===== src/rtl/ysyx_23060221_axi_pkg.sv =====
// Shared types and payload-width helpers for the N:1 AXI4 arbiter.
// AW/AR payload is {id,len,size,burst,addr}; W {last,strb,data}; B {id,resp}; R {id,last,resp,data}.
package ysyx_23060221_axi_pkg;

   typedef enum logic [1:0] {
      IDLE = 2'd0,
      WR   = 2'd1,
      RD   = 2'd2
   } axi_state_e;

   localparam int LEN_W   = 8;
   localparam int SIZE_W  = 3;
   localparam int BURST_W = 2;
   localparam int RESP_W  = 2;

   function automatic int awp_w(input int idw, input int aw);
      return idw + LEN_W + SIZE_W + BURST_W + aw;
   endfunction

   function automatic int wp_w(input int dw);
      return 1 + dw / 8 + dw;
   endfunction

   function automatic int bp_w(input int idw);
      return idw + RESP_W;
   endfunction

   function automatic int rp_w(input int idw, input int dw);
      return idw + 1 + RESP_W + dw;
   endfunction

   // Bit position of rlast inside an R payload.
   function automatic int r_last_bit(input int dw);
      return dw + RESP_W;
   endfunction

endpackage


===== src/rtl/ysyx_23060221_axi_arb_n_if.sv =====
// Bundle of L parallel AXI4 channel sets (flat vectors, lane i in slice i).
// The master modport drives requests; the slave modport drives responses.
interface ysyx_23060221_axi_arb_n_if #(
   parameter int L   = 1,
   parameter int AW  = 32,
   parameter int DW  = 32,
   parameter int IDW = 4
);
   localparam int AWP = ysyx_23060221_axi_pkg::awp_w(IDW, AW);
   localparam int WP  = ysyx_23060221_axi_pkg::wp_w(DW);
   localparam int BP  = ysyx_23060221_axi_pkg::bp_w(IDW);
   localparam int RP  = ysyx_23060221_axi_pkg::rp_w(IDW, DW);

   logic [L-1:0]     awvalid, awready;
   logic [L*AWP-1:0] aw;
   logic [L-1:0]     wvalid, wready;
   logic [L*WP-1:0]  w;
   logic [L-1:0]     bvalid, bready;
   logic [L*BP-1:0]  b;
   logic [L-1:0]     arvalid, arready;
   logic [L*AWP-1:0] ar;
   logic [L-1:0]     rvalid, rready;
   logic [L*RP-1:0]  r;

   modport master (
      output awvalid, aw, wvalid, w, bready, arvalid, ar, rready,
      input  awready, wready, bvalid, b, arready, rvalid, r
   );

   modport slave (
      input  awvalid, aw, wvalid, w, bready, arvalid, ar, rready,
      output awready, wready, bvalid, b, arready, rvalid, r
   );
endinterface


===== src/rtl/ysyx_23060221_rr_pick.sv =====
// Round-robin picker: first requester at or after ptr_i, wrapping N-1 -> 0.
module ysyx_23060221_rr_pick #(
   parameter int N  = 2,
   parameter int PW = (N > 1) ? $clog2(N) : 1
) (
   input  logic [N-1:0]  req_i,
   input  logic [PW-1:0] ptr_i,
   output logic [N-1:0]  gnt_o
);
   logic          found;
   logic [PW-1:0] idx;

   always_comb begin
      gnt_o = '0;
      found = 1'b0;
      idx   = '0;
      for (int k = 0; k < N; k++) begin
         idx = PW'((int'(ptr_i) + k) % N);
         if (!found && req_i[idx]) begin
            gnt_o[idx] = 1'b1;
            found      = 1'b1;
         end
      end
   end
endmodule


===== src/rtl/ysyx_23060221_axi_arb_n.sv =====
// N-master to 1-slave AXI4 arbiter; one whole transaction per grant, pure combinational forwarding.
// Define YSYX_ARB_RR_EN for round-robin arbitration; otherwise the lowest index always wins.
//   state | meaning
//   IDLE  | no owner, arbitrate among requesters
//   WR    | owner's AW/W/B routed to slave, leave on B handshake
//   RD    | owner's AR/R routed to slave, leave on last R handshake
module ysyx_23060221_axi_arb_n
   import ysyx_23060221_axi_pkg::*;
#(
   parameter int N   = 2,
   parameter int AW  = 32,
   parameter int DW  = 32,
   parameter int IDW = 4
) (
   input  logic                        clk,
   input  logic                        rst,
   ysyx_23060221_axi_arb_n_if.slave    m,
   ysyx_23060221_axi_arb_n_if.master   s,
   output logic [N-1:0]                grant,
   output logic                        busy
);
   localparam int AWP   = awp_w(IDW, AW);
   localparam int WP    = wp_w(DW);
   localparam int BP    = bp_w(IDW);
   localparam int RP    = rp_w(IDW, DW);
   localparam int RLAST = r_last_bit(DW);

   axi_state_e   state_q;
   logic [N-1:0] grant_q;
   logic         busy_q;
   logic [N-1:0] req;
   logic [N-1:0] pick;
   logic         done;

   assign req = m.awvalid | m.arvalid;
   assign done = (state_q == WR) ? (s.bvalid[0] & s.bready[0])
               : (state_q == RD) ? (s.rvalid[0] & s.rready[0] & s.r[RLAST])
               : 1'b0;

`ifdef YSYX_ARB_RR_EN
   localparam int PW = (N > 1) ? $clog2(N) : 1;
   logic [PW-1:0] ptr_q;
   logic [PW-1:0] win_idx;
   logic [PW-1:0] ptr_d;

   ysyx_23060221_rr_pick #(.N(N), .PW(PW)) u_pick (
      .req_i (req),
      .ptr_i (ptr_q),
      .gnt_o (pick)
   );

   always_comb begin
      win_idx = '0;
      for (int i = 0; i < N; i++) begin
         if (grant_q[i]) win_idx = PW'(i);
      end
      ptr_d = (win_idx == PW'(N - 1)) ? '0 : win_idx + PW'(1);
   end
`else
   assign pick = req & (~req + N'(1));
`endif

   always_ff @(posedge clk or posedge rst) begin
      if (rst) begin
         state_q <= IDLE;
         grant_q <= '0;
         busy_q  <= 1'b0;
`ifdef YSYX_ARB_RR_EN
         ptr_q   <= '0;
`endif
      end else begin
         case (state_q)
            IDLE: begin
               if (|req) begin
                  grant_q <= pick;
                  busy_q  <= 1'b1;
                  // A master holding both AW and AR is sent down the write path first.
                  state_q <= (|(pick & m.awvalid)) ? WR : RD;
               end
            end
            WR, RD: begin
               if (done) begin
                  state_q <= IDLE;
                  grant_q <= '0;
                  busy_q  <= 1'b0;
`ifdef YSYX_ARB_RR_EN
                  ptr_q   <= ptr_d;
`endif
               end
            end
            default: begin
               state_q <= IDLE;
               grant_q <= '0;
               busy_q  <= 1'b0;
            end
         endcase
      end
   end

   assign grant = grant_q;
   assign busy  = busy_q;

   // Everything not owned by the granted master in the current direction is forced to zero.
   always_comb begin
      s.awvalid = '0;
      s.aw      = '0;
      s.wvalid  = '0;
      s.w       = '0;
      s.bready  = '0;
      s.arvalid = '0;
      s.ar      = '0;
      s.rready  = '0;
      m.awready = '0;
      m.wready  = '0;
      m.bvalid  = '0;
      m.b       = '0;
      m.arready = '0;
      m.rvalid  = '0;
      m.r       = '0;
      for (int i = 0; i < N; i++) begin
         if (grant_q[i] && state_q == WR) begin
            s.awvalid[0]        = m.awvalid[i];
            s.aw                = m.aw[i*AWP +: AWP];
            m.awready[i]        = s.awready[0];
            s.wvalid[0]         = m.wvalid[i];
            s.w                 = m.w[i*WP +: WP];
            m.wready[i]         = s.wready[0];
            m.bvalid[i]         = s.bvalid[0];
            m.b[i*BP +: BP]     = s.b;
            s.bready[0]         = m.bready[i];
         end
         if (grant_q[i] && state_q == RD) begin
            s.arvalid[0]        = m.arvalid[i];
            s.ar                = m.ar[i*AWP +: AWP];
            m.arready[i]        = s.arready[0];
            m.rvalid[i]         = s.rvalid[0];
            m.r[i*RP +: RP]     = s.r;
            s.rready[0]         = m.rready[i];
         end
      end
   end
endmodule


===== src/flat_wrapper.sv =====
// flat-port wrapper written by rule: the top's interface ports become plain ports
module ysyx_23060221_axi_arb_n_flat import ysyx_23060221_axi_pkg::*;
#(
   parameter int N   = 2,
   parameter int AW  = 32,
   parameter int DW  = 32,
   parameter int IDW = 4
)
  (clk, rst, grant, busy, m_awvalid, m_aw, m_wvalid, m_w, m_bready, m_arvalid, m_ar, m_rready, m_awready, m_wready, m_bvalid, m_b, m_arready, m_rvalid, m_r, s_awvalid, s_aw, s_wvalid, s_w, s_bready, s_arvalid, s_ar, s_rready, s_awready, s_wready, s_bvalid, s_b, s_arready, s_rvalid, s_r);
  ysyx_23060221_axi_arb_n_if #(.L(N), .AW(AW), .DW(DW), .IDW(IDW)) m_i ();
  ysyx_23060221_axi_arb_n_if #(.L(1), .AW(AW), .DW(DW), .IDW(IDW)) s_i ();
  input  logic clk;
  input  logic rst;
  output logic [N-1:0] grant;
  output logic busy;
  input wire logic [$bits(m_i.awvalid)-1:0] m_awvalid;
  input wire logic [$bits(m_i.aw)-1:0] m_aw;
  input wire logic [$bits(m_i.wvalid)-1:0] m_wvalid;
  input wire logic [$bits(m_i.w)-1:0] m_w;
  input wire logic [$bits(m_i.bready)-1:0] m_bready;
  input wire logic [$bits(m_i.arvalid)-1:0] m_arvalid;
  input wire logic [$bits(m_i.ar)-1:0] m_ar;
  input wire logic [$bits(m_i.rready)-1:0] m_rready;
  output wire logic [$bits(m_i.awready)-1:0] m_awready;
  output wire logic [$bits(m_i.wready)-1:0] m_wready;
  output wire logic [$bits(m_i.bvalid)-1:0] m_bvalid;
  output wire logic [$bits(m_i.b)-1:0] m_b;
  output wire logic [$bits(m_i.arready)-1:0] m_arready;
  output wire logic [$bits(m_i.rvalid)-1:0] m_rvalid;
  output wire logic [$bits(m_i.r)-1:0] m_r;
  output wire logic [$bits(s_i.awvalid)-1:0] s_awvalid;
  output wire logic [$bits(s_i.aw)-1:0] s_aw;
  output wire logic [$bits(s_i.wvalid)-1:0] s_wvalid;
  output wire logic [$bits(s_i.w)-1:0] s_w;
  output wire logic [$bits(s_i.bready)-1:0] s_bready;
  output wire logic [$bits(s_i.arvalid)-1:0] s_arvalid;
  output wire logic [$bits(s_i.ar)-1:0] s_ar;
  output wire logic [$bits(s_i.rready)-1:0] s_rready;
  input wire logic [$bits(s_i.awready)-1:0] s_awready;
  input wire logic [$bits(s_i.wready)-1:0] s_wready;
  input wire logic [$bits(s_i.bvalid)-1:0] s_bvalid;
  input wire logic [$bits(s_i.b)-1:0] s_b;
  input wire logic [$bits(s_i.arready)-1:0] s_arready;
  input wire logic [$bits(s_i.rvalid)-1:0] s_rvalid;
  input wire logic [$bits(s_i.r)-1:0] s_r;
  assign m_i.awvalid = m_awvalid;
  assign m_i.aw = m_aw;
  assign m_i.wvalid = m_wvalid;
  assign m_i.w = m_w;
  assign m_i.bready = m_bready;
  assign m_i.arvalid = m_arvalid;
  assign m_i.ar = m_ar;
  assign m_i.rready = m_rready;
  assign m_awready = m_i.awready;
  assign m_wready = m_i.wready;
  assign m_bvalid = m_i.bvalid;
  assign m_b = m_i.b;
  assign m_arready = m_i.arready;
  assign m_rvalid = m_i.rvalid;
  assign m_r = m_i.r;
  assign s_awvalid = s_i.awvalid;
  assign s_aw = s_i.aw;
  assign s_wvalid = s_i.wvalid;
  assign s_w = s_i.w;
  assign s_bready = s_i.bready;
  assign s_arvalid = s_i.arvalid;
  assign s_ar = s_i.ar;
  assign s_rready = s_i.rready;
  assign s_i.awready = s_awready;
  assign s_i.wready = s_wready;
  assign s_i.bvalid = s_bvalid;
  assign s_i.b = s_b;
  assign s_i.arready = s_arready;
  assign s_i.rvalid = s_rvalid;
  assign s_i.r = s_r;
  ysyx_23060221_axi_arb_n #(.N(N), .AW(AW), .DW(DW), .IDW(IDW)) u_core (.clk(clk), .rst(rst), .m(m_i), .s(s_i), .grant(grant), .busy(busy));
endmodule

===== config.mk =====
export PLATFORM = sky130hd
export DESIGN_NAME = ysyx_23060221_axi_arb_n_flat
export DESIGN_NICKNAME = d
export VERILOG_FILES = /design/src/rtl/ysyx_23060221_axi_pkg.sv /design/src/rtl/ysyx_23060221_axi_arb_n_if.sv /design/src/rtl/ysyx_23060221_rr_pick.sv /design/src/rtl/ysyx_23060221_axi_arb_n.sv /design/src/flat_wrapper.sv
export SDC_FILE = /design/constraint.sdc
export NUM_CORES = 1
export LEC_CHECK = 0
export CORE_AREA = 4 4 219 221
export CTS_CLUSTER_SIZE = 40
export DETAILED_ROUTE_END_ITERATION = 12
export DIE_AREA = 0 0 223 225
export GPL_TIMING_DRIVEN = 1
export SYNTH_ARGS = -nofsm -noshare
export SYNTH_HDL_FRONTEND = slang
export SYNTH_SLANG_ARGS = --single-unit

===== constraint.sdc =====
create_clock -name clk -period 1.7 [get_ports clk]
set_clock_uncertainty 0.05 [all_clocks]
set_input_delay 0.17 -clock clk [delete_from_list [all_inputs] [get_ports clk]]
set_output_delay 0.17 -clock clk [all_outputs]
set_load 0.01 [all_outputs]

== Word level (Yosys, flattened, before mapping) ==
Cells that the tools add are included.

* ROM bits: 0
* Memories: 0
* Latch bits: 0
* Output and inout port bits: 243
* Bits of input ports: 332
* Flip-flop bits (word level): 5
* RAM bits: 0

* Bitwise logic cells: 7
* Shifts and indexed selects: 0
* Equality and inequality tests: 4
* Magnitude comparators: 0
* Reductions and logical operators: 9
* Add/subtract/negate cells: 1
* Mux-type cells: 41
* Multipliers: 0
* Divide/modulo/power cells: 0

{| class="wikitable"
|+ Operators with widths
! cell !! count
|-
| $mux W49 || 4
|-
| $mux W39 || 2
|-
| $mux W37 || 2
|-
| $mux W1 || 24
|-
| $mux W6 || 2
|-
| $mux W2 || 4
|-
| $pmux W2 S2 || 2
|-
| $reduce_or A2 Y1 || 3
|-
| $and A2 B2 Y2 || 2
|-
| $logic_and A1 B1 Y1 || 4
|-
| $ne A2 B1 Y1 const B || 2
|-
| $and A1 B1 Y1 || 3
|-
| $add A2 B1 Y2 const B || 1
|-
| $eq A2 B1 Y1 const B || 1
|-
| $eq A2 B2 Y1 const B || 1
|-
| $logic_not A2 Y1 || 1
|-
| $not A2 Y2 || 1
|-
| $or A2 B2 Y2 || 1
|-
| $pmux W1 S2 || 1
|-
| $reduce_and A2 Y1 || 1
|}

== Longest topological paths before layout ==
* Word-level depth: 10
* Depth in mapped cells: 7
* Gate-level depth less buffers: 6

== Least setup slack after synthesis ==
Ideal clock, no wire load.

* Kind: register to output
* Start: register u_core.state_q[1]
* End: output s_w[16]
* Slack: 50 ps
* Buffers on the path: 3
* Data arrival time: 1430 ps
* Cell stages (with the launch flop): 8
* Path through: dfrtp_1 inv_1 ha_1 and2_1 buf_2 buf_4 buf_6 a22o_1

* Longest elaborated chain between the ends: 4

{| class="wikitable"
|+ RTL lines
! what !! RTL line !! text
|-
| start: declaration || ysyx_23060221_axi_arb_n.sv:28 || <nowiki>axi_state_e state_q;</nowiki>
|-
| start signal: assignment || ysyx_23060221_axi_arb_n.sv:78 || <nowiki>state_q <= (|(pick & m.awvalid)) ? WR : RD;</nowiki>
|-
| $eq A2 B1 Y1 (*) || ysyx_23060221_axi_arb_n.sv:121 || <nowiki>if (grant_q[i] && state_q == WR) begin</nowiki>
|-
| $logic_and A1 B1 Y1 || ysyx_23060221_axi_arb_n.sv:121 ||
|-
| $mux W37 || ysyx_23060221_axi_arb_n.sv:121 ||
|-
| $mux W37 (*) || ysyx_23060221_axi_arb_n.sv:121 ||
|-
| end: declaration || flat_wrapper.sv:34 || <nowiki>output wire logic [$bits(s_i.w)-1:0] s_w;</nowiki>
|}

Every way passes the cells marked *; elsewhere a longest branch is shown, timed or not.

== Worst setup path in the final report ==
* Start: register u_core.state_q[1]
* End: output s_aw[20]

* Longest elaborated chain between the ends: 4

{| class="wikitable"
|+ RTL lines
! what !! RTL line !! text
|-
| $eq A2 B1 Y1 (*) || ysyx_23060221_axi_arb_n.sv:121 ||
|-
| $logic_and A1 B1 Y1 || ysyx_23060221_axi_arb_n.sv:121 ||
|-
| $mux W49 || ysyx_23060221_axi_arb_n.sv:121 ||
|-
| $mux W49 (*) || ysyx_23060221_axi_arb_n.sv:121 ||
|-
| end: declaration || flat_wrapper.sv:32 || <nowiki>output wire logic [$bits(s_i.aw)-1:0] s_aw;</nowiki>
|}

Marked as above.

==> qor.yml <==
grt_pass1_wl_um: 47690
reg2reg_from: "u_core.state_q[0]"
multi_input_area_mm2: 0.002673
die_w_um: 223
critPathKind: "flop to output port"
drv_cap: 0
final_hold_viol_count: 0
place_area_mm2: 0.009408
first_iter_violations: 324
violations: "negative setup slack"
cts_sinks: 5
fp.dieArea_mm2: 0.05018
port_buffers: 574
cts_tree: "yes"
whs_ps: 92.97
cts_buffer_depth: 2
synth.area.top_cells: "a22o_1 (48%), and3_1 (25%), buf_2 (5.0%)"
power_w: 0.01007
fin_area_mm2: 0.01111
yosys.area.top_type_share_pct: 48.08
num-nets-final: 1337
synth_largest_area_cell: "a22o_1"
antenna_found_initial: 5
peakVddDrop_mv: 0.4704
die_h_um: 225
ff_latch_area_um2: 127.6
crit_start: "u_core.state_q[1]"
critPathArrivalTime_ps: 1940
io_pins: 575
syn_nets: 673
required_ps: 1480
start_util_pct: 5.445
syn_area_per_cell_um2: 7.437
routed_wl_um: 40590
critPathCaptureType: "output port"
place_hpwl_um: 28870
grt_usage_pct: 13.13
netlist_area_mm2: 0.002514
power_density_mw_per_mm2: 906.8
clock_latency_ps: 230
synth_warnings: 0
ys_seq_area_share_pct: 4.978
placed_cells: 1513
h-tree-depth: 1
grt_max_degree: 54
antenna_left: 0
core_mm2: 0.04616
wl_per_cell_um: 25.18
tightestPinTransition_ps: 283.5
rows: 79
drc: 0
instances_no_fill: 1612
numCtsBuffers: 3
area_growth_pct: 342.0
grt.overflow.total: 0
async_flop_share_pct: 100.0
grt_setup_unrepaired: "true"
place_congestion: 0.8929
dr.pass1.iters: 5
synth_edf_count: 0
path_clk_slew_ps: 30
report.final.setup_viol: 238
synth_cell_types: 28
cp-start-kind: "flop"
drv_slew: 0
power_leakage_nw: 5.253
finalCritPeriodShare_pct: 127.3
first_global_vias: 6100
fmax_mhz: 462.0
crit_path_max_fanout: 7
slew_headroom_pct: 81.05
vias: 6141
drive_gt1_share_pct: 46.15
root_buffer: "clkbuf_16"
fillCellCount: 4964
routed_via_density: 3.810
synth_seq_cells: 5
fin_crit_ps: 2164
hold_path.class: "input port to asynchronous set/reset pin"
synth_flop_cell: "dfrtp_1"
status: "finished, violations left"
layout_setup_ws_ps: -464.4
synthCells: 338
final_util_pct: 24.07
==> state kept, by name, summed over array words and instances (netlist names) <==
signal and count:
u_core.state_q 2, u_core.busy 1, u_core.grant 2
==> cell usage after synthesis, drive strengths merged (2+ instances only) <==
| cell | number |
|---|---|
| a22o | 138 |
| and2 | 3 |
| and3 | 102 |
| buf | 34 |
| clkbuf | 21 |
| dfrtp | 5 |
| ha | 3 |
| inv | 5 |
| mux2i | 2 |
| nand2 | 5 |
| nand4 | 2 |
| nor2 | 3 |
| o21ai | 4 |
==> cell type report <==
class / instances / area share [%]
diodes: 4 / 0.09010
multi-input cells: 273 / 24.06
repair buffers: 714 / 66.99
flip-flops and latches: 5 / 1.149
inverters: 5 / 0.1689
clock buffers: 4 / 0.7095
well taps: 607 / 6.836
==> per-layer routing <==
metal  part of all wire (%)  vias up  track usage, %
li1                       -     2716               -
met1                     39     2939           16.33
met2                     49      454           22.55
met3                    9.8       32           4.533
met4                    2.1        0           1.909
met5                      0        -               0
==> worst max-delay path, stage by stage (launching register included) <==
cell and delay (ps):
dfrtp_1 370, inv_2 70, ha_4 170, and2_4 170
buf_12 150, buf_16 130, buf_8 120, buf_6 120
a22o_4 250, buf_12 130
==> per-stage QoR <==
step | TNS [ps] | setup slack, ps
2_1_floorplan | 0 | 50.41
3_3_place_gp | -73550 | -542.0
3_5_place_dp | -71590 | -535.1
4_1_cts | -78680 | -500.8
5_1_grt | -70990 | -508.7
6_report | -59440 | -464.4
==> where the power goes <==
group	total [W]	switching [W]	internal (W)
Clock	0.000388	0.0000775	0.000311
Sequential	0.000251	0.0000694	0.000181
Combinational	0.00943	0.00416	0.00528
Total	0.0101	0.00430	0.00577
==> final timing paths <==
check,cells past startpoint,endpoint,slack (ps)
setup / recovery,9,s_aw[20],-460
hold / removal,2,u_core.busy,90
setup reg to reg,9,u_core.grant[1],-250
hold reg to reg,2,u_core.busy,490
max in group asynchronous,2,u_core.grant[0],1310
min in group clk,2,u_core.busy,490
==> cell usage in the layout (no fill, tap or decap), drive strengths merged <==
cell type	instances
nor2b	1
a2bb2oi	1
dlymetal6s2s	9
and2	3
o22ai	1
and3	102
a22o	138
o2bb2a	1
o21ai	4
clkdlybuf4s15	4
dfrtp	5
diode	4
mux2i	2
clkbuf	65
o211ai	1
a21oi	1
nor3b	1
nand4b	1
nand4	2
inv	5
ha	3
buf	306
clkdlybuf4s50	334
o2bb2ai	1
a21boi	1
nor2	3
nand2	5
nand3b	1
==> cells by family (layout without fill, tap and decap cells) <==
group	after synthesis	count (layout)	share of synthesized area [%]
compound gates	149	149	51.57
simple gates	119	119	29.02
buf+inv	60	723	12.15
flops	5	5	4.978
fa+ha+maj	3	3	1.493
mux	2	2	0.7964
other cells	0	4	0
==> timing repair <==
item,4_1_cts,5_1_grt
resized for setup,577,428
setup buffers,24,41
hold buffers,0,0
pin swaps,8,86
cloned,13,20
setup endpoints to repair,245,245
Power figures use the tool's default switching activity.
